--- src/rtl/vec_exec_pkg.sv ---
// Shared opcode, stage-payload and helper definitions for the vector execute unit.
package vec_exec_pkg;

    localparam int LATENCY = 3;
    localparam int OP_W    = 5;

    typedef enum logic [OP_W-1:0] {
        ADD    = 5'd0,
        SUB    = 5'd1,
        ADDS   = 5'd2,
        SUBS   = 5'd3,
        MUL    = 5'd4,
        AND    = 5'd5,
        OR     = 5'd6,
        XOR    = 5'd7,
        SLL    = 5'd8,
        SRA    = 5'd9,
        MIN    = 5'd10,
        MAX    = 5'd11,
        REDSUM = 5'd12,
        BCAST  = 5'd13
    } vop_e;

    typedef struct packed {
        vop_e op;
        logic illegal;
    } stage_ctl_t;

    function automatic logic op_is_legal(input logic [OP_W-1:0] op);
        return op <= OP_W'(BCAST);
    endfunction

    function automatic int shamt_w(input int lane_w);
        return (lane_w > 1) ? $clog2(lane_w) : 1;
    endfunction

endpackage

--- src/rtl/vec_lane_alu.sv ---
// Single-lane combinational datapath: wrapping/saturating arithmetic, multiply, logic, shifts, min/max.
module vec_lane_alu
    import vec_exec_pkg::*;
#(
    parameter int LANE_W = 8,
    parameter int SH_W   = 3
) (
    input  vop_e                     op,
    input  logic signed [LANE_W-1:0] a,
    input  logic signed [LANE_W-1:0] b,
    input  logic [SH_W-1:0]          shamt,
    output logic signed [LANE_W-1:0] result,
    output logic                     sat
);

    logic signed [LANE_W:0]     sum_w;
    logic signed [LANE_W:0]     diff_w;
    logic signed [2*LANE_W-1:0] prod_w;
    logic [LANE_W:0]            clamp_r;

    // Returns {clamped, value}; overflow shows as disagreement of the two top bits.
    function automatic logic [LANE_W:0] sat_clamp(input logic signed [LANE_W:0] w);
        if (w[LANE_W] != w[LANE_W-1]) begin
            return {1'b1, w[LANE_W], {(LANE_W-1){~w[LANE_W]}}};
        end
        return {1'b0, w[LANE_W-1:0]};
    endfunction

    assign sum_w  = {a[LANE_W-1], a} + {b[LANE_W-1], b};
    assign diff_w = {a[LANE_W-1], a} - {b[LANE_W-1], b};
    assign prod_w = a * b;

    always_comb begin
        result  = '0;
        sat     = 1'b0;
        clamp_r = '0;
        case (op)
            ADD:  result = sum_w[LANE_W-1:0];
            SUB:  result = diff_w[LANE_W-1:0];
            ADDS: begin
                clamp_r = sat_clamp(sum_w);
                result  = clamp_r[LANE_W-1:0];
                sat     = clamp_r[LANE_W];
            end
            SUBS: begin
                clamp_r = sat_clamp(diff_w);
                result  = clamp_r[LANE_W-1:0];
                sat     = clamp_r[LANE_W];
            end
            MUL:  result = prod_w[LANE_W-1:0];
            AND:  result = a & b;
            OR:   result = a | b;
            XOR:  result = a ^ b;
            SLL:  result = a << shamt;
            SRA:  result = a >>> shamt;
            MIN:  result = (a < b) ? a : b;
            MAX:  result = (a > b) ? a : b;
            default: ;
        endcase
    end

endmodule

--- src/rtl/vec_exec_unit.sv ---
// Three-stage SIMD execute unit with valid/ready on both sides and an in-flight flush.
module vec_exec_unit
    import vec_exec_pkg::*;
#(
    parameter int LANES  = 6,
    parameter int LANE_W = 8,
    parameter int RD_W   = 5
) (
    input  logic                      clk,
    input  logic                      rst,
    input  logic                      in_valid,
    output logic                      in_ready,
    input  logic [OP_W-1:0]           in_op,
    input  logic [LANES*LANE_W-1:0]   in_a,
    input  logic [LANES*LANE_W-1:0]   in_b,
    input  logic [RD_W-1:0]           in_rd,
    input  logic                      flush,
    output logic                      out_valid,
    input  logic                      out_ready,
    output logic [LANES*LANE_W-1:0]   out_result,
    output logic [LANES-1:0]          out_sat,
    output logic                      out_illegal,
    output logic [RD_W-1:0]           out_rd
);

    localparam int VW   = LANES * LANE_W;
    localparam int SH_W = shamt_w(LANE_W);

    logic vld_p1, vld_p2, vld_p3;
    logic load_p1, load_p2, load_p3;

    stage_ctl_t      ctl_p1;
    logic [VW-1:0]   a_p1, b_p1;
    logic [RD_W-1:0] rd_p1;

    logic [VW-1:0]    res_p2;
    logic [LANES-1:0] sat_p2;
    logic             ill_p2;
    logic [RD_W-1:0]  rd_p2;

    logic [VW-1:0]     lane_res, res_c;
    logic [LANES-1:0]  lane_sat, sat_c;
    logic [LANE_W-1:0] red_sum;

    // A stage may load when empty or when its successor is loading; output drains on out_ready.
    assign load_p3   = !vld_p3 || out_ready;
    assign load_p2   = !vld_p2 || load_p3;
    assign load_p1   = !vld_p1 || load_p2;
    assign in_ready  = !flush && load_p1;
    assign out_valid = vld_p3;

    always_ff @(posedge clk or posedge rst) begin
        if (rst) begin
            vld_p1      <= 1'b0;
            vld_p2      <= 1'b0;
            vld_p3      <= 1'b0;
            out_result  <= '0;
            out_sat     <= '0;
            out_illegal <= 1'b0;
            out_rd      <= '0;
        end else begin
            if (flush) begin
                vld_p1 <= 1'b0;
                vld_p2 <= 1'b0;
                vld_p3 <= 1'b0;
            end else begin
                if (load_p1) vld_p1 <= in_valid;
                if (load_p2) vld_p2 <= vld_p1;
                if (load_p3) vld_p3 <= vld_p2;
            end
            // ---- S3: output register ----
            if (load_p3) begin
                out_result  <= res_p2;
                out_sat     <= sat_p2;
                out_illegal <= ill_p2;
                out_rd      <= rd_p2;
            end
        end
    end

    // ---- S1: operand capture ----
    always_ff @(posedge clk) begin
        if (load_p1) begin
            ctl_p1 <= '{op: vop_e'(in_op), illegal: !op_is_legal(in_op)};
            a_p1   <= in_a;
            b_p1   <= in_b;
            rd_p1  <= in_rd;
        end
    end

    // ---- S2: lane compute, reduction and broadcast ----
    for (genvar i = 0; i < LANES; i++) begin : g_lane
        vec_lane_alu #(
            .LANE_W (LANE_W),
            .SH_W   (SH_W)
        ) u_lane_alu (
            .op     (ctl_p1.op),
            .a      (a_p1[i*LANE_W +: LANE_W]),
            .b      (b_p1[i*LANE_W +: LANE_W]),
            .shamt  (b_p1[SH_W-1:0]),
            .result (lane_res[i*LANE_W +: LANE_W]),
            .sat    (lane_sat[i])
        );
    end

    always_comb begin
        red_sum = '0;
        for (int i = 0; i < LANES; i++) begin
            red_sum = red_sum + a_p1[i*LANE_W +: LANE_W];
        end
    end

    always_comb begin
        res_c = lane_res;
        sat_c = lane_sat;
        case (ctl_p1.op)
            REDSUM: begin
                res_c = VW'(red_sum);
                sat_c = '0;
            end
            BCAST: begin
                res_c = {LANES{a_p1[LANE_W-1:0]}};
                sat_c = '0;
            end
            default: ;
        endcase
        if (ctl_p1.illegal) begin
            res_c = '0;
            sat_c = '0;
        end
    end

    always_ff @(posedge clk) begin
        if (load_p2) begin
            res_p2 <= res_c;
            sat_p2 <= sat_c;
            ill_p2 <= ctl_p1.illegal;
            rd_p2  <= rd_p1;
        end
    end

endmodule

--- config.mk ---
export PLATFORM = sky130hd
export DESIGN_NAME = vec_exec_unit
export DESIGN_NICKNAME = d
export VERILOG_FILES = /design/src/rtl/vec_exec_pkg.sv /design/src/rtl/vec_lane_alu.sv /design/src/rtl/vec_exec_unit.sv
export SDC_FILE = /design/constraint.sdc
export NUM_CORES = 1
export LEC_CHECK = 0
export ABC_AREA = 1
export CAP_MARGIN = 20
export CORE_AREA = 2 2 261 263
export CTS_BUF_LIST = sky130_fd_sc_hd__clkbuf_2 sky130_fd_sc_hd__clkbuf_4 sky130_fd_sc_hd__clkbuf_8
export CTS_CLUSTER_DIAMETER = 100
export CTS_CLUSTER_SIZE = 28
export DETAILED_ROUTE_END_ITERATION = 10
export DIE_AREA = 0 0 263 265
export DONT_BUFFER_PORTS = 1
export GPL_ROUTABILITY_DRIVEN = 0
export PLACE_DENSITY = 0.6
export SKIP_LAST_GASP = 1
export SLEW_MARGIN = 10
export SYNTH_ARGS = -nofsm -noshare
export SYNTH_HDL_FRONTEND = slang
export SYNTH_SLANG_ARGS = --single-unit
--- constraint.sdc ---
create_clock -name clk -period 8.22 [get_ports clk]
set_clock_uncertainty 0.05 [all_clocks]
set_input_delay 0.822 -clock clk [delete_from_list [all_inputs] [get_ports clk]]
set_output_delay 0.822 -clock clk [all_outputs]
set_load 0.02 [all_outputs]
== Word level (Yosys, flattened, before mapping) ==
Cells that the tools add are included.
W data, S select, Z words.

* Register bits after elaboration: 230
* Input port bits: 111
* Output and inout port bits: 62
* Logic and storage cells: 212

* Add/subtract/negate cells: 17
* Multipliers: 6
* $lt $le $gt $ge: 13
* Equality and inequality tests: 25
* Shifts and indexed selects: 12
* Muxes and demuxes: 79
* Bitwise operators: 30
* Reductions and logical operators: 14

{| class="wikitable"
|+ Operator list
! cell !! number
|-
| $pmux W8 S12 || 6
|-
| $mux W9 || 24
|-
| $mux W8 || 12
|-
| $pmux W48 S2 || 1
|-
| $add A8 B8 Y9 || 6
|-
| $sub A8 B8 Y9 || 6
|-
| $and A8 B8 Y8 || 6
|-
| $gt A8 B8 Y1 || 6
|-
| $lt A8 B8 Y1 || 6
|-
| $mul A8 B8 Y8 || 6
|-
| $or A8 B8 Y8 || 6
|-
| $shl A8 B3 Y8 || 6
|-
| $sshr A8 B3 Y8 || 6
|-
| $xor A8 B8 Y8 || 6
|-
| $add A8 B8 Y8 || 5
|-
| $eq A5 B4 Y1 const B || 6
|-
| $mux W1 || 30
|-
| $eq A5 B3 Y1 const B || 4
|-
| $ne A1 B1 Y1 || 12
|-
| $not A1 Y1 || 12
|-
| $pmux W1 S2 || 6
|-
| $eq A5 B2 Y1 const B || 2
|-
| $reduce_bool A2 Y1 || 3
|-
| $eq A5 B1 Y1 const B || 1
|-
| 6 further kinds || 12
|}

== Logic depth before layout (Yosys ltp) ==
Gate-level depths: netlist of run 1.

* Word-level depth: 7
* Gate-level depth with buffers: 29
* Gate-level depth less buffers: 26

== By module ==
From an unflattened synthesis of run 1, not the netlist that was laid out.

* Cells, all modules: 5067
* Area total of the unflattened synthesis: 31866.8 sq um

{| class="wikitable"
|+ By module, submodules not included
! module !! instances !! cells each !! area an instance (sq um) !! seq. area each (sq um)
|-
| vec_exec_unit || 1 || 766 || 9282.7 || 6591.3
|-
| vec_lane_alu at g_lane[3].u_lane_alu ... || 2 || 712 || 3701.0 || 0.0
|-
| vec_lane_alu at g_lane[1].u_lane_alu || 1 || 735 || 3897.5 || 0.0
|-
| vec_lane_alu at g_lane[2].u_lane_alu || 1 || 700 || 3803.6 || 0.0
|-
| vec_lane_alu at g_lane[5].u_lane_alu || 1 || 714 || 3746.1 || 0.0
|-
| vec_lane_alu at g_lane[0].u_lane_alu || 1 || 728 || 3734.8 || 0.0
|}

== Worst setup path after synthesis of run 1 ==
OpenSTA, ideal clock, no wires.

* Path type: in2out
* Start: input out_ready
* End: output in_ready
* Arrival: 4.417 ns
* Required time: 7.348 ns
* Slack: 2.931 ns
* Stages on the path: 4
* Path buffers: 0
* Path through: nor2_1 -> nand3_1 -> nand2_1 -> inv_1

* Longest elaborated chain between the ends: 4

{| class="wikitable"
|+ Ends and longest elaborated chain
! item !! line !! source
|-
| start, declared || vec_exec_unit.sv:19 || <nowiki>input logic out_ready,</nowiki>
|-
| $logic_or A1 B1 Y1 || vec_exec_unit.sv:46 || <nowiki>assign load_p3 = !vld_p3 || out_ready;</nowiki>
|-
| $logic_or A1 B1 Y1 || vec_exec_unit.sv:47 || <nowiki>assign load_p2 = !vld_p2 || load_p3;</nowiki>
|-
| $logic_or A1 B1 Y1 || vec_exec_unit.sv:48 || <nowiki>assign load_p1 = !vld_p1 || load_p2;</nowiki>
|-
| net load_p1 || vec_exec_unit.sv:30 || <nowiki>logic load_p1, load_p2, load_p3;</nowiki>
|-
| $logic_and A1 B1 Y1 || vec_exec_unit.sv:49 || <nowiki>assign in_ready = !flush && load_p1;</nowiki>
|-
| end, declared || vec_exec_unit.sv:12 || <nowiki>output logic in_ready,</nowiki>
|}

The timed path passes the listed nets, and every way through them passes these cells.

== Worst setup path in the final report of run 1 ==
* Start: register a_p1[35]
* End: register res_p2[38] (data pin)

* Longest elaborated chain between the ends: 7
* Elaborated cells on any way between the ends: 23
* Classes of those cells: add/sub: 2; mul: 1; order compare: 2; eq/ne: 2; shift: 2; mux: 12; bitwise: 2

{| class="wikitable"
|+ Ends and longest elaborated chain
! item !! line !! source
|-
| start, declared || vec_exec_unit.sv:33 || <nowiki>logic [VW-1:0] a_p1, b_p1;</nowiki>
|-
| start signal, assigned || vec_exec_unit.sv:85 || <nowiki>a_p1 <= in_a;</nowiki>
|-
| branches (longest 5 deep; another with $mul A8 B8 Y8) || n/a ||
|-
| $pmux W8 S12 * || vec_lane_alu.sv:37 || <nowiki>case (op)</nowiki>
|-
| $pmux W48 S2 * || vec_exec_unit.sv:116 || <nowiki>case (ctl_p1.op)</nowiki>
|-
| end signal, assigned || vec_exec_unit.sv:135 || <nowiki>res_p2 <= res_c;</nowiki>
|-
| end, declared || vec_exec_unit.sv:36 || <nowiki>logic [VW-1:0] res_p2;</nowiki>
|}

Mark *: on every way between the ends. The select of a mux whose other input is x is not followed.
A chain may end at the register's enable or synchronous reset.

==> results.sh, run 1 <==
export IMPL_die_w_um=263
export IMPL_drv_cap=0
export IMPL_synth_edf_count=167
export IMPL_dp_cells=4977
export IMPL_multiInputGateArea_um2=18600
export IMPL_ys_types=55
export IMPL_start_util_pct=42.7
export IMPL_root_buffer="clkbuf_8"
export IMPL_path_clk_slew_ns=0.16
export IMPL_synthMostInstantiatedCell="nand2_1"
export IMPL_htreeDepth=1
export IMPL_synth_commonest_cells="nand2_1 (1304), inv_1 (647), nand3_1 (349), nor2_1 (335), ha_1 (271)"
export IMPL_slew_headroom_pct=16.8
export IMPL_vias=28300
export IMPL_syn_area_per_cell_um2=6.72
export IMPL_synth_top_area_share_pct=17.6
export IMPL_grt_busiest_layer="met2"
export IMPL_syn_to_final_growth_pct=3.54
export IMPL_nFillCells=7064
export IMPL_synth_net_count=4736
export IMPL_p_leak_nw=15.8
export IMPL_cp_max_fo=11
export IMPL_crit_path_max_incr_delay_ns=0.74
export IMPL_synth_area_leader_cell="edfxtp_1"
export IMPL_grt_use_met1_pct=40.0
export IMPL_synth_area_um2=28500
export IMPL_tightest_slew_ns=1.24
export IMPL_setup_violations=0
export IMPL_use_met2_pct=45.5
export IMPL_cp_start_kind="flip-flop"
export IMPL_arrival_ns=5.11
export IMPL_post_route_util_pct=44.2
export IMPL_numClockSinks=230
export IMPL_setup_tns_final_ns=0
export IMPL_yosys_warnings=0
export IMPL_die_area_um2=69700
export IMPL_ys_async_sr_fraction_pct=27.4
export IMPL_ctsResizeCount=0
export IMPL_gr_usage_met3_pct=7.17
export IMPL_outcome="finished, final reports clean"
export IMPL_grt_pass1_wl_um=161000
export IMPL_endpoint_kind="flip-flop"
export IMPL_floorplan_rows=95
export IMPL_ioPinCount=173
export IMPL_worst_setup_path_type="reg -> reg"
export IMPL_ys_seq_elements=230
export IMPL_ys_top_cells_by_area="edfxtp_1 (18%), nand2_1 (17%), ha_1 (12%), inv_1 (8.5%), fa_1 (7.8%)"
export IMPL_required_ns=8.63
export IMPL_wl_um=105000
export IMPL_seq_area_um2=6590
export IMPL_grt_max_degree=82
export IMPL_viasPerCell=5.64
export IMPL_io_buffers=0
export IMPL_coreArea_um2=66800
export IMPL_hold_class="in -> reg"
export IMPL_slowest_stage="edfxtp_1"
export IMPL_wl_per_cell_um=21.0
export IMPL_cp_cell_sequence="nand2_1, fa_1, fa_1, fa_1, fa_1, inv_1, ha_1, xnor2_1, o22ai_1, nor2_1, o21ai_1, nor2_1, nand2_1, nor2_1, nand4_1, nand2_1, inv_1"
export IMPL_fin_crit_sh_pct=57.2
export IMPL_final_max_slew_violation_count=0
export IMPL_ctsHoldBuffers=0
export IMPL_finalHoldViolCount=0
export IMPL_synthFlopType="edfxtp_1"
export IMPL_clockBufferDepth=3
export IMPL_period_needed_ns=4.70
export IMPL_antenna_left=0
export IMPL_grt_pass1_vias=26600
export IMPL_clk_latency_ns=0.67
export IMPL_hold_ws_ns=0.149
export IMPL_drive_gt1_share_pct=3.94
export IMPL_placed_cell_area_um2=29000
export IMPL_synthCells=4243
export IMPL_max_freq_ghz=0.213
export IMPL_drtPass1Iterations=9
export IMPL_ir_drop_mv=0.156
export IMPL_crit_top_cell="fa_1"
export IMPL_postCtsSetupBuffers=0
export IMPL_seq_area_frac_synth_pct=23.1
export IMPL_grt_use_total_pct=29.8
export IMPL_cts_buffers=19
export IMPL_cts_tree="yes"
export IMPL_drc=0
export IMPL_stdcell_count=5011
export IMPL_rsz0062_at_grt="no"
export IMPL_place_hpwl_um=78300
export IMPL_p_per_area_nw_per_um2=137
export IMPL_antenna_found_initial=5
export IMPL_design_area_um2=29500
export IMPL_grt_remaining_overflow=0
export IMPL_die_h_um=265
export IMPL_fin_nets=4618
export IMPL_drt_initial_drc_count=3724
worst max-delay path, delay by kind of cell (launching register included):
kind                     cells  cell delay, ns
adder cells (fa/ha/maj)      5            2.39
flip-flops                   1            0.74
AND/OR/NAND/NOR              7            0.72
XOR/XNOR                     1            0.29
AO/OA/AOI/OAI                2            0.21
buffers and inverters        2            0.09
per-stage QoR:
| stage | total power, mW | setup slack (ns) |
|---|---|---|
| 5_1_grt | 4.36 | 3.19 |
| 2_1_floorplan | 2.74 | 2.93 |
| 6_report | 4.05 | 3.52 |
| 3_3_place_gp | 3.17 | 3.62 |
| 4_1_cts | 4.05 | 3.58 |
| 3_5_place_dp | 3.18 | 3.58 |
layer usage:
layer	up-vias	part of all wire, %
met4	10	5.1
met5	-	0.061
met3	342	12
li1	13300	-
met1	13000	41
met2	1616	42
flip-flops by register name, indices dropped and copies added (netlist names):
name	cells
rd_p2	5
vld_p1	1
out_valid	1
b_p1	48
ctl_p1	6
a_p1	48
sat_p2	6
res_p2	48
rd_p1	5
ill_p2	1
vld_p2	1
out_sat	6
out_illegal	1
out_rd	5
out_result	48
cell families after synthesis:
| logic type | synth area share, % |
|---|---|
| buffers and inverters | 11.8 |
| adders and majority gates | 19.7 |
| AOI/OAI and AO/OA | 9.02 |
| xor gates and xnor gates | 3.44 |
| muxes | 0.211 |
| and+or+nand+nor | 32.7 |
| DFF | 23.1 |
where the power goes:
group	internal [mW]	total, mW	switching, mW
logic	0.594	1.73	1.13
registers	1.32	1.48	0.157
clock network	0.292	0.847	0.555
total	2.21	4.05	1.84
cells in the final DEF (no fill, tap or decap), types with 11 or more instances in the layout:
master	count
xor2_1	76
inv_2	33
ha_1	271
o22ai_1	32
o21ai_1	30
nand2_1	1303
nand3b_1	13
edfxtp_1	167
nand3_1	348
fa_1	111
nand2_2	17
a21oi_1	172
or2_2	11
nor3_1	24
o211ai_1	13
xnor2_1	36
clkbuf_8	20
o21a_1	14
dfrtp_1	63
buf_4	25
nor2_1	332
o21ai_0	167
inv_1	646
nand4_1	111
layout make-up:
class	count	area share, %
Multi-Input combinational cell	3169	62.9
Sequential cell	230	22.3
Inverter	680	8.64
Tap cell	873	3.70
Clock buffer	21	0.958
Clock inverter	12	0.788
Timing Repair Buffer	25	0.636
Antenna cell	1	0.00847
worst paths after layout:
check,start,end,slack [ns],cells past startpoint
worst max-delay path,a_p1[35]$_DFFE_PP_,res_p2[38]$_SDFFCE_PP0P_,3.52,17
max in group asynchronous,rst,out_result[46]$_DFFE_PP0P_,7.38,2
worst min register to register,res_p2[37]$_SDFFCE_PP0P_,out_result[37]$_DFFE_PP0P_,0.39,2
min in group asynchronous,rst,out_rd[2]$_DFFE_PP0P_,0.17,2
worst min-delay path,flush,out_valid$_DFFE_PP0P_,0.15,1
worst max register to register,a_p1[35]$_DFFE_PP_,res_p2[38]$_SDFFCE_PP0P_,3.52,17
(Power assumes the default switching activity.)
==> inputs of run 2 (changes only) <==
clock period = 4.41 ns   (was 8.22 ns; I/O delays follow)
==> results.sh, run 2 (same netlist as run 1, synthesis figures left out) <==
export IMPL_cts_buffers=19
export IMPL_ir_drop_mv=0.316
export IMPL_period_needed_ns=4.33
export IMPL_drv_cap=0
export IMPL_drt_initial_drc_count=3748
export IMPL_grt_busiest_layer="met2"
export IMPL_drc=0
export IMPL_slowest_stage="fa_1"
export IMPL_final_common_cell="nand2_1"
export IMPL_grt_pass1_wl_um=163000
export IMPL_drtPass1Iterations=8
export IMPL_slew_headroom_pct=30.4
export IMPL_fin_crit_sh_pct=98.2
export IMPL_required_ns=4.75
export IMPL_fin_nets=4892
export IMPL_p_sw_mw=3.51
export IMPL_die_w_um=263
export IMPL_ioPinCount=173
export IMPL_clkPwrFrac_pct=19.5
export IMPL_final_max_slew_violation_count=0
export IMPL_grt_remaining_overflow=0
export IMPL_grt_use_met1_pct=39.9
export IMPL_design_area_um2=32200
export IMPL_use_met2_pct=46.8
export IMPL_start_util_pct=42.7
export IMPL_crit_start="a_p1[4]$_DFFE_PP_"
export IMPL_grt_max_degree=109
export IMPL_seq_area_um2=6590
export IMPL_syn_to_final_growth_pct=12.9
export IMPL_internal_power_mw=4.36
export IMPL_coreArea_um2=66800
export IMPL_wl_per_cell_um=20.2
export IMPL_hold_ws_ns=0.309
export IMPL_path_clk_slew_ns=0.17
export IMPL_die_area_um2=69700
export IMPL_setup_ws_ns=0.0809
export IMPL_gr_usage_met3_pct=6.96
export IMPL_multiInputGateArea_um2=18900
export IMPL_worst_setup_path_type="reg -> reg"
export IMPL_endpoint_kind="flip-flop"
export IMPL_die_h_um=265
export IMPL_ff2ff_setup_slack_ns=0.08
export IMPL_clk_latency_ns=0.66
export IMPL_cp_cell_sequence="buf_4, nand2_1, inv_1, ha_1, inv_1, fa_1, inv_1, ha_1, inv_2, fa_1, inv_2, buf_4, fa_2, xor2_2, nand2_1, nand4_1, nor2_1, nand4_1, nor2_2, nand4_1, nor2_1, nor2_1"
export IMPL_cp_start_kind="flip-flop"
export IMPL_place_hpwl_um=80800
export IMPL_placed_cell_area_um2=30000
export IMPL_antenna_found_initial=4
export IMPL_clockBufferDepth=3
export IMPL_floorplan_rows=95
export IMPL_finalHoldViolCount=0
export IMPL_arrival_ns=4.67
export IMPL_max_freq_ghz=0.231
export IMPL_numClockSinks=230
export IMPL_dpl_worst_slack_ns=-0.0215
export IMPL_p_per_area_nw_per_um2=245
export IMPL_setup_tns_final_ns=0
export IMPL_htreeDepth=1
export IMPL_io_buffers=0
export IMPL_root_buffer="clkbuf_8"
export IMPL_cts_tree="yes"
export IMPL_p_sw_share_pct=44.6
export IMPL_rr_startpoint="a_p1[4]$_DFFE_PP_"
export IMPL_drive_gt1_share_pct=8.75
export IMPL_wl_um=107000
export IMPL_tightest_slew_ns=1.04
export IMPL_viasPerCell=5.53
export IMPL_setup_violations=0
export IMPL_rsz0062_at_grt="yes"
export IMPL_r2r_cells=22
export IMPL_nFillCells=6862
export IMPL_crit_path_max_incr_delay_ns=0.51
export IMPL_vias=29200
export IMPL_p_comb_share_pct=47.0
export IMPL_cp_max_fo=7
export IMPL_outcome="finished, final reports clean"
export IMPL_final_cell_mix="nand2_1 (1295), inv_1 (636), nand3_1 (346), nor2_1 (327), ha_1 (254)"
export IMPL_grt_use_total_pct=30.1
export IMPL_antenna_left=0
export IMPL_hold_class="in -> async"
export IMPL_p_leak_nw=17.1
export IMPL_pwr_share_seq_pct=33.5
export IMPL_grt_pass1_vias=27700
==> run 2: cell types whose count changed in the layout (fill, tap and decap cells not counted), sizes merged <==
cell	delta
buf	+164
clkinv	-2
dlygate4sd3	+110
inv	+2
==> run 2: worst paths after layout <==
check                                              to
max                           res_p2[6]$_SDFFCE_PP0P_
min                        out_result[19]$_DFFE_PP0P_
max reg2reg                   res_p2[6]$_SDFFCE_PP0P_
min reg2reg                        rd_p2[4]$_DFFE_PP_
max in group asynchronous  out_result[40]$_DFFE_PP0P_
min in group clk                   b_p1[21]$_DFFE_PP_
==> run 2: what timing repair did <==
item | in CTS | in global routing
hold buffers | 110 | 0
gates resized for setup | 1 | 77
gates cloned | 0 | 0
setup endpoints to repair | 2 | 16
pin swaps | 0 | 53
hold endpoints to repair | 173 | 0
buffers inserted | 7 | 31
==> run 2: per-layer routing <==
layer	share of wire, %	up-vias	wire (µm)
li1	-	13800	-
met1	41	13400	43500
met2	43	1624	46100
met3	11	345	11800
met4	5.1	6	5420
met5	0.041	-	44
==> run 2: area by class of cell <==
class,instances,area share [%]
inverters,680,7.92
flip-flops and latches,230,20.5
clock buffers,21,0.858
multi-input cells,3169,58.6
well taps,873,3.39
clock inverters,12,0.649
repair buffers,299,8.16
diodes,1,0.00777
==> run 2: power by group through the flow <==
stage | logic [mW] | registers (mW) | clock network, mW
floorplan | 2.44 | 2.66 | 0
global placement | 3.28 | 2.69 | 0
detailed placement | 3.32 | 2.69 | 0
CTS | 3.43 | 2.64 | 1.59
global route | 4.15 | 2.66 | 1.64
finish | 3.70 | 2.64 | 1.54
==> run 2: per-stage QoR <==
stage | total power, mW | cells | util [%]
floorplan | 5.10 | 4243 | -
global placement | 5.97 | 5104 | 45.0
detailed placement | 6.01 | 5104 | 45.0
CTS | 7.66 | 5254 | 47.4
global route | 8.46 | 5285 | 48.2
finish | 7.88 | 5285 | 48.2
==> run 2: critical path: cells and delay by family, from the launching register on <==
| kind | cells | cell delay [ns] |
|---|---|---|
| adders and majority gates | 5 | 1.91 |
| and+or+nand+nor | 9 | 0.97 |
| DFF | 1 | 0.43 |
| xor gates and xnor gates | 1 | 0.16 |
| buffers and inverters | 7 | 0.55 |
